[config.mk]
export PLATFORM = sky130hd
export DESIGN_NAME = mem_arbiter
export DESIGN_NICKNAME = d
export VERILOG_FILES = /design/src/rtl/mem_arbiter_pkg.sv /design/src/rtl/mem_lane_align.sv /design/src/rtl/mem_arbiter.sv
export SDC_FILE = /design/constraint.sdc
export NUM_CORES = 1
export LEC_CHECK = 0
export ABC_AREA = 0
export CORE_MARGIN = 2
export CORE_UTILIZATION = 44
export CTS_CLUSTER_DIAMETER = 30
export DETAILED_ROUTE_END_ITERATION = 6
export PLACE_DENSITY_LB_ADDON = 0.05
export SYNTH_ARGS = -nofsm -noshare
export SYNTH_HDL_FRONTEND = slang
export SYNTH_SLANG_ARGS = --single-unit
[constraint.sdc]
create_clock -name clk -period 2.36 [get_ports clk]
set_input_delay 0.708 -clock clk [delete_from_list [all_inputs] [get_ports clk]]
set_output_delay 0.708 -clock clk [all_outputs]
set_load 0.01 [all_outputs]
[src/rtl/mem_arbiter_pkg.sv]
// Shared constants for the instruction/data memory arbiter.
// Holds FSM encodings, the default starvation limit and the RISC-V width codes.
// Also provides the latched-request record and a width-decode helper.
package mem_arbiter_pkg;

    // Arbiter FSM encodings
    typedef enum logic [1:0] {
        ST_IDLE  = 2'd0,
        ST_ISSUE = 2'd1,
        ST_WAIT  = 2'd2,
        ST_RESP  = 2'd3
    } arb_state_t;

    // Consecutive data grants tolerated while a fetch is waiting
    localparam int STARVE_MAX_DEF = 4;

    // RISC-V load/store func3 width codes
    localparam logic [2:0] F3_LB  = 3'b000;
    localparam logic [2:0] F3_LH  = 3'b001;
    localparam logic [2:0] F3_LW  = 3'b010;
    localparam logic [2:0] F3_LBU = 3'b100;
    localparam logic [2:0] F3_LHU = 3'b101;
    localparam logic [2:0] F3_SB  = 3'b000;
    localparam logic [2:0] F3_SH  = 3'b001;
    localparam logic [2:0] F3_SW  = 3'b010;

    // Access size as decoded from the low func3 bits
    typedef enum logic [1:0] {
        SZ_BYTE = 2'd0,
        SZ_HALF = 2'd1,
        SZ_WORD = 2'd2
    } acc_size_t;

    // Everything about the winning request that must survive until RESP
    // (the address is kept separately because its width is a parameter)
    typedef struct packed {
        logic        grant_dm;
        logic        misalign;
        logic        we;
        logic [3:0]  be;
        logic [31:0] wdata;
    } req_lat_t;

    // Signed and unsigned loads share the low two func3 bits, so the size
    // decode only needs those; anything that is not byte/half is a word.
    function automatic acc_size_t f3_size(input logic [1:0] f3_lo);
        acc_size_t sz;
        if (f3_lo == F3_SB[1:0]) begin
            sz = SZ_BYTE;
        end else if (f3_lo == F3_SH[1:0]) begin
            sz = SZ_HALF;
        end else begin
            sz = SZ_WORD;
        end
        return sz;
    endfunction

endpackage

[src/rtl/mem_lane_align.sv]
// Byte-lane steering for the data port: byte enables, store shift, load shift, misalign.
// Latency: purely combinational, zero cycles.
// Backpressure: none; the arbiter decides when the results are used.
module mem_lane_align
    import mem_arbiter_pkg::*;
(
    input  logic [1:0]  off,
    input  logic [2:0]  func_3,
    input  logic        we,
    input  logic [31:0] wdata,
    input  logic [31:0] mem_rdata,
    output logic [3:0]  be,
    output logic [31:0] mem_wdata,
    output logic [31:0] rdata,
    output logic        misaligned
);

    logic [4:0] shamt;

    // Sign/zero extension of narrow loads is done by the writeback stage,
    // so the unsigned bit of func3 is deliberately not looked at here.
    logic unused_f3_sign;
    assign unused_f3_sign = func_3[2];

    assign shamt = {off, 3'b000};

    // Byte enables and misalignment from access size and byte offset
    always_comb begin
        be         = 4'b1111;
        misaligned = 1'b0;
        case (f3_size(func_3[1:0]))
            SZ_BYTE: begin
                be = 4'b0001 << off;
            end
            SZ_HALF: begin
                be         = 4'b0011 << off;
                misaligned = off[0];
            end
            default: begin
                be         = 4'b1111;
                misaligned = (off != 2'b00);
            end
        endcase
        // Loads always read the full word; lane selection happens on return
        if (!we) begin
            be = 4'b1111;
        end
    end

    // Store data moves up to its lane, load data moves down to bit 0
    assign mem_wdata = wdata << shamt;
    assign rdata     = mem_rdata >> shamt;

endmodule

[src/rtl/mem_arbiter.sv]
// Arbitrates fetch and data requests onto one single-port memory with starvation guard.
// Latency: request seen in IDLE at N, ack at N+2 earliest, ready pulse at N+3.
// Backpressure: requesters hold req until their ready pulse; o_stall reflects pending work.
module mem_arbiter
    import mem_arbiter_pkg::*;
#(
    parameter int STARVE_MAX = STARVE_MAX_DEF,
    parameter int ADDR_W     = 32
) (
    input  logic              clk,
    input  logic              reset,
    // instruction fetch port
    input  logic              i_if_req,
    input  logic [ADDR_W-1:0] i_if_addr,
    output logic              o_if_ready,
    output logic [31:0]       o_if_rdata,
    // data port
    input  logic              i_dm_req,
    input  logic [ADDR_W-1:0] i_dm_addr,
    input  logic [31:0]       i_dm_wdata,
    input  logic              i_dm_we,
    input  logic [2:0]        i_dm_func_3,
    output logic              o_dm_ready,
    output logic [31:0]       o_dm_rdata,
    output logic              o_dm_err,
    // memory port
    output logic              o_mem_req,
    output logic              o_mem_we,
    output logic [ADDR_W-1:0] o_mem_addr,
    output logic [31:0]       o_mem_wdata,
    output logic [3:0]        o_mem_be,
    input  logic              i_mem_ack,
    input  logic [31:0]       i_mem_rdata,
    // pipeline stall
    output logic              o_stall
);

    localparam int CNT_W = (STARVE_MAX < 1) ? 1 : $clog2(STARVE_MAX + 1);
    localparam logic [CNT_W-1:0] STARVE_LIM = CNT_W'(STARVE_MAX);

    arb_state_t        state;
    arb_state_t        state_nxt;
    logic              any_req;
    logic              fetch_forced;
    logic              grant_dm;
    logic [CNT_W-1:0]  starve_cnt;
    logic [ADDR_W-1:0] lat_addr;
    req_lat_t          lat;
    logic [31:0]       if_rdata_q;
    logic [31:0]       dm_rdata_q;

    logic [1:0]        al_off;
    logic [3:0]        al_be;
    logic [31:0]       al_wdata;
    logic [31:0]       al_rdata;
    logic              al_misalign;

    assign any_req      = i_if_req | i_dm_req;
    // Data normally wins; once the fetch has been passed over STARVE_MAX
    // times in a row it takes the next slot.
    assign fetch_forced = i_if_req & (starve_cnt == STARVE_LIM);
    assign grant_dm     = i_dm_req & ~fetch_forced;

    // In IDLE the aligner looks at the live data request so the misalign
    // short-cut can be taken immediately; afterwards it uses the latched
    // offset so the returning load word is shifted by the right amount.
    assign al_off = (state == ST_IDLE) ? i_dm_addr[1:0] : lat_addr[1:0];

    mem_lane_align u_align (
        .off        (al_off),
        .func_3     (i_dm_func_3),
        .we         (i_dm_we),
        .wdata      (i_dm_wdata),
        .mem_rdata  (i_mem_rdata),
        .be         (al_be),
        .mem_wdata  (al_wdata),
        .rdata      (al_rdata),
        .misaligned (al_misalign)
    );

    // FSM state register
    always_ff @(posedge clk) begin
        if (reset) begin
            state <= ST_IDLE;
        end else begin
            state <= state_nxt;
        end
    end

    // FSM next-state: misaligned data skips the memory entirely
    always_comb begin
        state_nxt = state;
        case (state)
            ST_IDLE: begin
                if (any_req) begin
                    if (grant_dm && al_misalign) begin
                        state_nxt = ST_RESP;
                    end else begin
                        state_nxt = ST_ISSUE;
                    end
                end
            end
            ST_ISSUE: begin
                state_nxt = ST_WAIT;
            end
            ST_WAIT: begin
                if (i_mem_ack) begin
                    state_nxt = ST_RESP;
                end
            end
            ST_RESP: begin
                state_nxt = ST_IDLE;
            end
            default: begin
                state_nxt = ST_IDLE;
            end
        endcase
    end

    // FSM outputs: memory request held ISSUE..WAIT, ready pulses in RESP
    always_comb begin
        o_mem_req   = 1'b0;
        o_mem_we    = 1'b0;
        o_mem_addr  = '0;
        o_mem_wdata = '0;
        o_mem_be    = 4'b0000;
        o_if_ready  = 1'b0;
        o_dm_ready  = 1'b0;
        o_dm_err    = 1'b0;
        case (state)
            ST_ISSUE, ST_WAIT: begin
                o_mem_req   = 1'b1;
                o_mem_we    = lat.we;
                o_mem_addr  = {lat_addr[ADDR_W-1:2], 2'b00};
                o_mem_wdata = lat.wdata;
                o_mem_be    = lat.be;
            end
            ST_RESP: begin
                o_if_ready = ~lat.grant_dm;
                o_dm_ready = lat.grant_dm;
                o_dm_err   = lat.grant_dm & lat.misalign;
            end
            default: begin
            end
        endcase
    end

    // Capture the winner and its memory command; inputs are only looked at in IDLE
    always_ff @(posedge clk) begin
        if (reset) begin
            lat_addr <= '0;
            lat      <= '0;
        end else if (state == ST_IDLE && any_req) begin
            lat.grant_dm <= grant_dm;
            if (grant_dm) begin
                lat_addr     <= i_dm_addr;
                lat.misalign <= al_misalign;
                lat.we       <= i_dm_we;
                lat.be       <= al_be;
                lat.wdata    <= al_wdata;
            end else begin
                lat_addr     <= i_if_addr;
                lat.misalign <= 1'b0;
                lat.we       <= 1'b0;
                lat.be       <= 4'b1111;
                lat.wdata    <= '0;
            end
        end
    end

    // Starvation counter: counts data grants that overtook a waiting fetch
    always_ff @(posedge clk) begin
        if (reset) begin
            starve_cnt <= '0;
        end else if (!i_if_req) begin
            starve_cnt <= '0;
        end else if (state == ST_IDLE) begin
            if (!grant_dm) begin
                starve_cnt <= '0;
            end else if (starve_cnt != STARVE_LIM) begin
                starve_cnt <= starve_cnt + CNT_W'(1);
            end
        end
    end

    // Read data registers: loaded on the edge into RESP, held until the next one
    always_ff @(posedge clk) begin
        if (reset) begin
            if_rdata_q <= '0;
            dm_rdata_q <= '0;
        end else if (state == ST_WAIT && i_mem_ack) begin
            if (lat.grant_dm) begin
                dm_rdata_q <= al_rdata;
            end else begin
                if_rdata_q <= i_mem_rdata;
            end
        end else if (state == ST_IDLE && grant_dm && al_misalign) begin
            dm_rdata_q <= '0;
        end
    end

    assign o_if_rdata = if_rdata_q;
    assign o_dm_rdata = dm_rdata_q;

    // Each requester stalls until its own ready pulse
    assign o_stall = (i_if_req & ~o_if_ready) | (i_dm_req & ~o_dm_ready);

endmodule

Yosys cells after proc, flatten, opt, wreduce, memory -nomap -nowiden
Index checks and enable logic that the tools add are counted.
{"block": "word_totals", "regBits": 140, "output_inout_bits": 138, "elab_cells": 79}
{"block": "op_classes", "addsub": 1, "n_eq_ne": 11, "n_shift": 4, "mux": 25, "bitwise": 12, "reduce_logical": 16}
{"op": "$mux W32", "n": 6}
{"op": "$mux W38", "n": 1}
{"op": "$shl A32 B5 Y32", "n": 1}
{"op": "$shr A32 B5 Y32", "n": 1}
{"op": "$mux W2", "n": 6}
{"op": "$mux W4", "n": 2}
{"op": "$pmux W2 S4", "n": 1}
{"op": "$pmux W4 S2", "n": 1}
{"op": "$reduce_and A2 Y1", "n": 4}
{"op": "$eq A2 B1 Y1 const B", "n": 3}
{"op": "$logic_not A2 Y1", "n": 3}
{"op": "$mux W3", "n": 2}
{"op": "$ne A2 B2 Y1 const B", "n": 3}
{"op": "$and A1 B1 Y1", "n": 5}
{"op": "$logic_and A1 B1 Y1", "n": 5}
{"op": "$mux W1", "n": 5}
{"op": "$not A1 Y1", "n": 5}
{"op": "$eq A2 B2 Y1 const B", "n": 2}
{"op": "$reduce_bool A2 Y1", "n": 2}
{"op": "$reduce_or A2 Y1", "n": 2}
{"op": "$shl A1 B2 Y4 const A", "n": 1}
{"op": "$shl A2 B2 Y4 const A", "n": 1}
{"op": "$add A3 B1 Y3 const B", "n": 1}
{"op": "$eq A3 B3 Y1 const B", "n": 1}
{"op": "other kinds (4)", "n": 5}

Depth between registers and ports, before layout
{"block": "logic_depth", "word_depth": 9, "ltp_mapped": 9, "depth_no_buf": 6}

Hierarchy
A second synthesis with hierarchy kept.
{"block": "unflattened", "cells_unflattened": 809, "hier_area_um2": 7020.5}
{"module": "mem_arbiter", "n_inst": 1, "cells_each": 669, "area_per_inst_um2": 5878.1, "seq_area_each_um2": 2802.7}
{"module": "mem_lane_align", "n_inst": 1, "cells_each": 140, "area_per_inst_um2": 1142.3, "seq_area_each_um2": 0.0}

Least setup slack after synthesis
Ideal clock, no wire load.
{"block": "synth_timing", "path_type": "input to output", "start": "input i_dm_req", "end": "output o_stall", "arrival_ps": 1546, "required_ps": 1652, "slack_ps": 106, "cell_stages": 4, "cell_sequence": "clkbuf_1 -> buf_1 -> a21oi_1 -> a21oi_1"}
{"block": "synth_between", "elab_chain_len": 2}
{"item": "start, declared", "line": "mem_arbiter.sv:18", "text": "input logic i_dm_req,"}
{"item": "$and A1 B1 Y1", "line": "mem_arbiter.sv:206", "text": "assign o_stall = (i_if_req & ~o_if_ready) | (i_dm_req & ~o_dm_ready);"}
{"item": "$or A1 B1 Y1", "line": "mem_arbiter.sv:206"}
{"item": "end, declared", "line": "mem_arbiter.sv:35", "text": "output logic o_stall"}
Every way passes these cells.

Worst setup path in the final report
{"block": "layout_timing", "start": "register state[0]", "end": "output o_mem_wdata[14]"}
{"block": "layout_between", "elab_chain_len": 3, "word_cells_on_any_way": 4, "cone_classes": "2 x eq/ne; 1 x mux; 1 x reduce/logical"}
{"item": "start, declared", "line": "mem_arbiter.sv:41", "text": "arb_state_t state;"}
{"item": "start signal, assigned", "line": "mem_arbiter.sv:86", "text": "state <= state_nxt;"}
{"item": "$eq A2 B2 Y1 / $eq A2 B1 Y1 (equally long branches)", "line": "mem_arbiter.sv:130", "text": "case (state)"}
{"item": "$reduce_or A2 Y1 (*)", "line": "mem_arbiter.sv:130"}
{"item": "$mux W32 (*)", "line": "mem_arbiter.sv:130"}
{"item": "end, declared", "line": "mem_arbiter.sv:30", "text": "output logic [31:0] o_mem_wdata,"}
Mark *: on every way between the ends. The rest lies on a longest branch, timed or not.

==> reports/metrics.csv <==
stage,metric,value,unit
run_status,outcome,"complete, but fails checks",
run_status,violations,negative setup slack,
hold_path,holdPathStages,2,
yosys,syn-cell-area,6740,um2
power,p_per_area,1090,nW/um2
yosys,synthTopCellsByCount,"nand2_1 (202), dfxtp_1 (140), and2_1 (67), a21oi_1 (60)",
route,firstDrtPassIters,5,
critical_path,worst-setup-path-type,flip-flop to output pin,
yosys,ys_warn_count,0,
timing,clock_skew,0.00697,ns
yosys,seq_area_frac_synth,41.6,%
floorplanning,initial_core_util,44.7,%
clock_tree,clk_pin_slew_worst_paths,0.06,ns
floorplanning,rows,45,
critical_path,arrival,1.66,ns
power,p_total,0.0119,W
timing,report.final.setup_viol,6,
timing,maxSlewViolCount,0,
clock_tree,clockBufferDepth,2,
timing,finalCritPeriodShare,100,%
yosys,synth.most_common_cell,nand2_1,
place,placed_cell_area,9970,um2
finish,drive_above_1_share,22.5,%
route,routedWlPerCell,17.4,um
timing,relSlewSlack,29.8,%
critical_path,worstPathRequired,1.65,ns
yosys,syn_inst,844,
yosys,synth_flop_cell,dfxtp_1,
yosys,syn_avg_cell_area,7.99,um2
power,comb_power_share,51.9,%
power,clockPowerShare,22.4,%
critical_path,worstRegToRegCells,6,
yosys,synth-edff-count,0,
critical_path,rr_startpoint,state[0],
floorplanning,core_area,15100,um2
clock_tree,htreeDepth,4,
timing,hold_viol,0,
timing,rsz0062_at_grt,true,
power,p_leak,4.49,nW
finish,nNetsFinal,1278,
hold_path,whs_endpoint,o_if_rdata[28],
global_route,grt_max_degree,68,
place,dp_slack,-0.522,ns
run,cap_violations,0,
clock_tree,insertion_delay,0.43,ns
critical_path,r2r-end,lat[29],
clock_tree,cts_root_buffer,clkbuf_16,
route,drc,0,
yosys,synth.distinct_cells,44,
floorplanning,fp.dieH,128,um
route,wl,23.2,mm
global_route,track_usage,27.6,%
power,peakVddDrop,0.000566,V
yosys,yosysTopAreaCellShare,41.6,%
timing,fmax,0.422,GHz
yosys,synth_top_area_cell,dfxtp_1,
critical_path,r2r_setup_slack,0.28,ns
hold_path,worstHoldStart,o_if_rdata[28],
finish,final_area,11000,um2
finish,antennaDiodeCount,0,
power,p_int,0.00766,W
place,port_buffers,271,
timing,period_needed,2.37,ns
place,dp_hpwl,15.7,mm
global_route,grt_pass1_vias,6833,
floorplanning,die-area,16300,um2
yosys,synth_area_leaders,"dfxtp_1 (42%), nand2_1 (11%), and2_1 (6.2%), a21oi_1 (4.5%), a311oi_1 (4.2%)",
finish,syn_to_final_growth,63.0,%
power,netSwitchingFraction,35.8,%
power,pwr-share-seq,25.7,%
route,first_iter_violations,386,
route,viasPerCell,5.39,
global_route,grt_first_pass_wirelength,35.8,mm
timing,worst_slew_pin_slew,1.05,ns
route,ant_nets,0,
critical_path,path_max_fanout,7,
yosys,async_reset_ff_share,0,%
finish,n_fill_cell,1193,
critical_path,cp-end-kind,output pin,
clock_tree,cts_buffers,17,
global_route,grt_overflow,0,
clock_tree,cts_tree,done,
route,via_count,7202,
power,switching_power,0.00428,W
floorplanning,ios,275,
finish,layout.area.seq,2810,um2
global_route,grt_antenna_before_repair,0,
timing,setup_ws,-0.00800,ns
place,place.gp.congestion,0.851,
hold_path,hold_path.class,flip-flop to flip-flop,
clock_tree,clock_sinks,140,
finish,multi_input_area,3810,um2
critical_path,startpoint_type,flip-flop,
floorplanning,die_w,128,um
yosys,ys_ff_latch,140,
[timing repair]
item / in CTS / in global routing
cloned: 4 / 1
hold buffers: 0 / 0
setup buffers: 8 / 2
resized for setup: 307 / 110
endpoints found under the setup margin: 88 / 59
pin swaps: 1 / 42
[flip-flops by register name, indices dropped and copies added, names as in the netlist]
signal	count
lat	39
lat_addr	32
o_dm_rdata	32
o_if_rdata	32
starve_cnt	3
state	2
[per-stage QoR]
stage	utilization [%]	hold WS [ns]	instances	TNS, ns
3_3_place_gp	66.1	0.439	1291	-30.41
5_1_grt	72.8	0.468	1337	-0.884
3_5_place_dp	66.1	0.444	1291	-33.54
6_report	72.8	0.450	1337	-0.0277
2_1_floorplan	-	0.427	845	0
4_1_cts	69.9	0.451	1335	-0.618
[layout by cell type, fill, tap and decap left out, drive strengths merged, types with 2 or more instances in the layout]
cell type	n
nand2	202
clkdlybuf4s50	196
dfxtp	140
buf	139
and2	67
a21oi	61
nor2	57
nand3	51
a311oi	32
mux2i	26
clkbuf	26
o2bb2ai	16
a22o	16
a32o	16
nor2b	11
nand2b	10
mux2	10
a21o	9
a22oi	8
inv	7
dlygate4sd2	5
ha	5
clkinv	5
nor3	4
a211oi	4
clkinvlp	3
and3	2
nor4	2
or3	2
nand4	2
conb	2
bufinv	2
a2111oi	2
o21ai	2
[final cells by class]
class / instances / area share (%)
clock buffer: 22 / 4.32
inverter: 7 / 0.239
timing repair buffer: 344 / 32.1
clock inverter: 10 / 1.05
tap: 188 / 2.14
sequential: 140 / 25.5
multi-input combinational: 626 / 34.7
[critical path, stage by stage, from the launching register on]
cell       delay (ns)
dfxtp_2          0.33
inv_2            0.05
ha_4             0.32
buf_12           0.15
clkbuf_16        0.15
and2_4           0.14
buf_6            0.10
[per-layer routing]
metal / GRT usage, % / vias to the layer above / wire length (um)
met5: 0 / - / 0
met4: 8.92 / 0 / 393
met3: 7.22 / 31 / 1570
met2: 46.2 / 269 / 11300
met1: 34.9 / 3403 / 9940
li1: - / 3499 / -
[how the worst max path moves through the flow]
stage	from	endpoint	slack [ns]	cells past startpoint
final	state[0]	o_mem_wdata[14]	-0.008	6
after global routing	state[0]	o_mem_wdata[29]	-0.05	6
after CTS	state[1]	o_mem_wdata[23]	-0.09	7
after detailed placement	i_dm_req	lat[17]	-0.52	6
after global placement	i_dm_req	lat[16]	-0.49	6
after floorplan	i_dm_req	o_stall	0.11	4
[power by group through the flow]
stage                     Clock [W]  Combinational (W)  Sequential [W]
after global placement            0            0.00480         0.00306
after CTS                   0.00269            0.00565         0.00303
after floorplan                   0            0.00268         0.00305
after detailed placement          0            0.00484         0.00307
after global routing        0.00280            0.00662         0.00311
final                       0.00268            0.00619         0.00306
[cell families after synthesis]
| logic type | after synthesis | share of synthesized area, % |
|---|---|---|
| and+or+nand+nor | 414 | 28.1 |
| other | 1 | 0.0556 |
| adders and majority gates | 5 | 0.928 |
| AOI/OAI and AO/OA | 169 | 18.9 |
| DFF | 140 | 41.6 |
| buffers and inverters | 79 | 4.81 |
| muxes | 36 | 5.58 |
No activity file was read; power rests on OpenSTA's default activity.
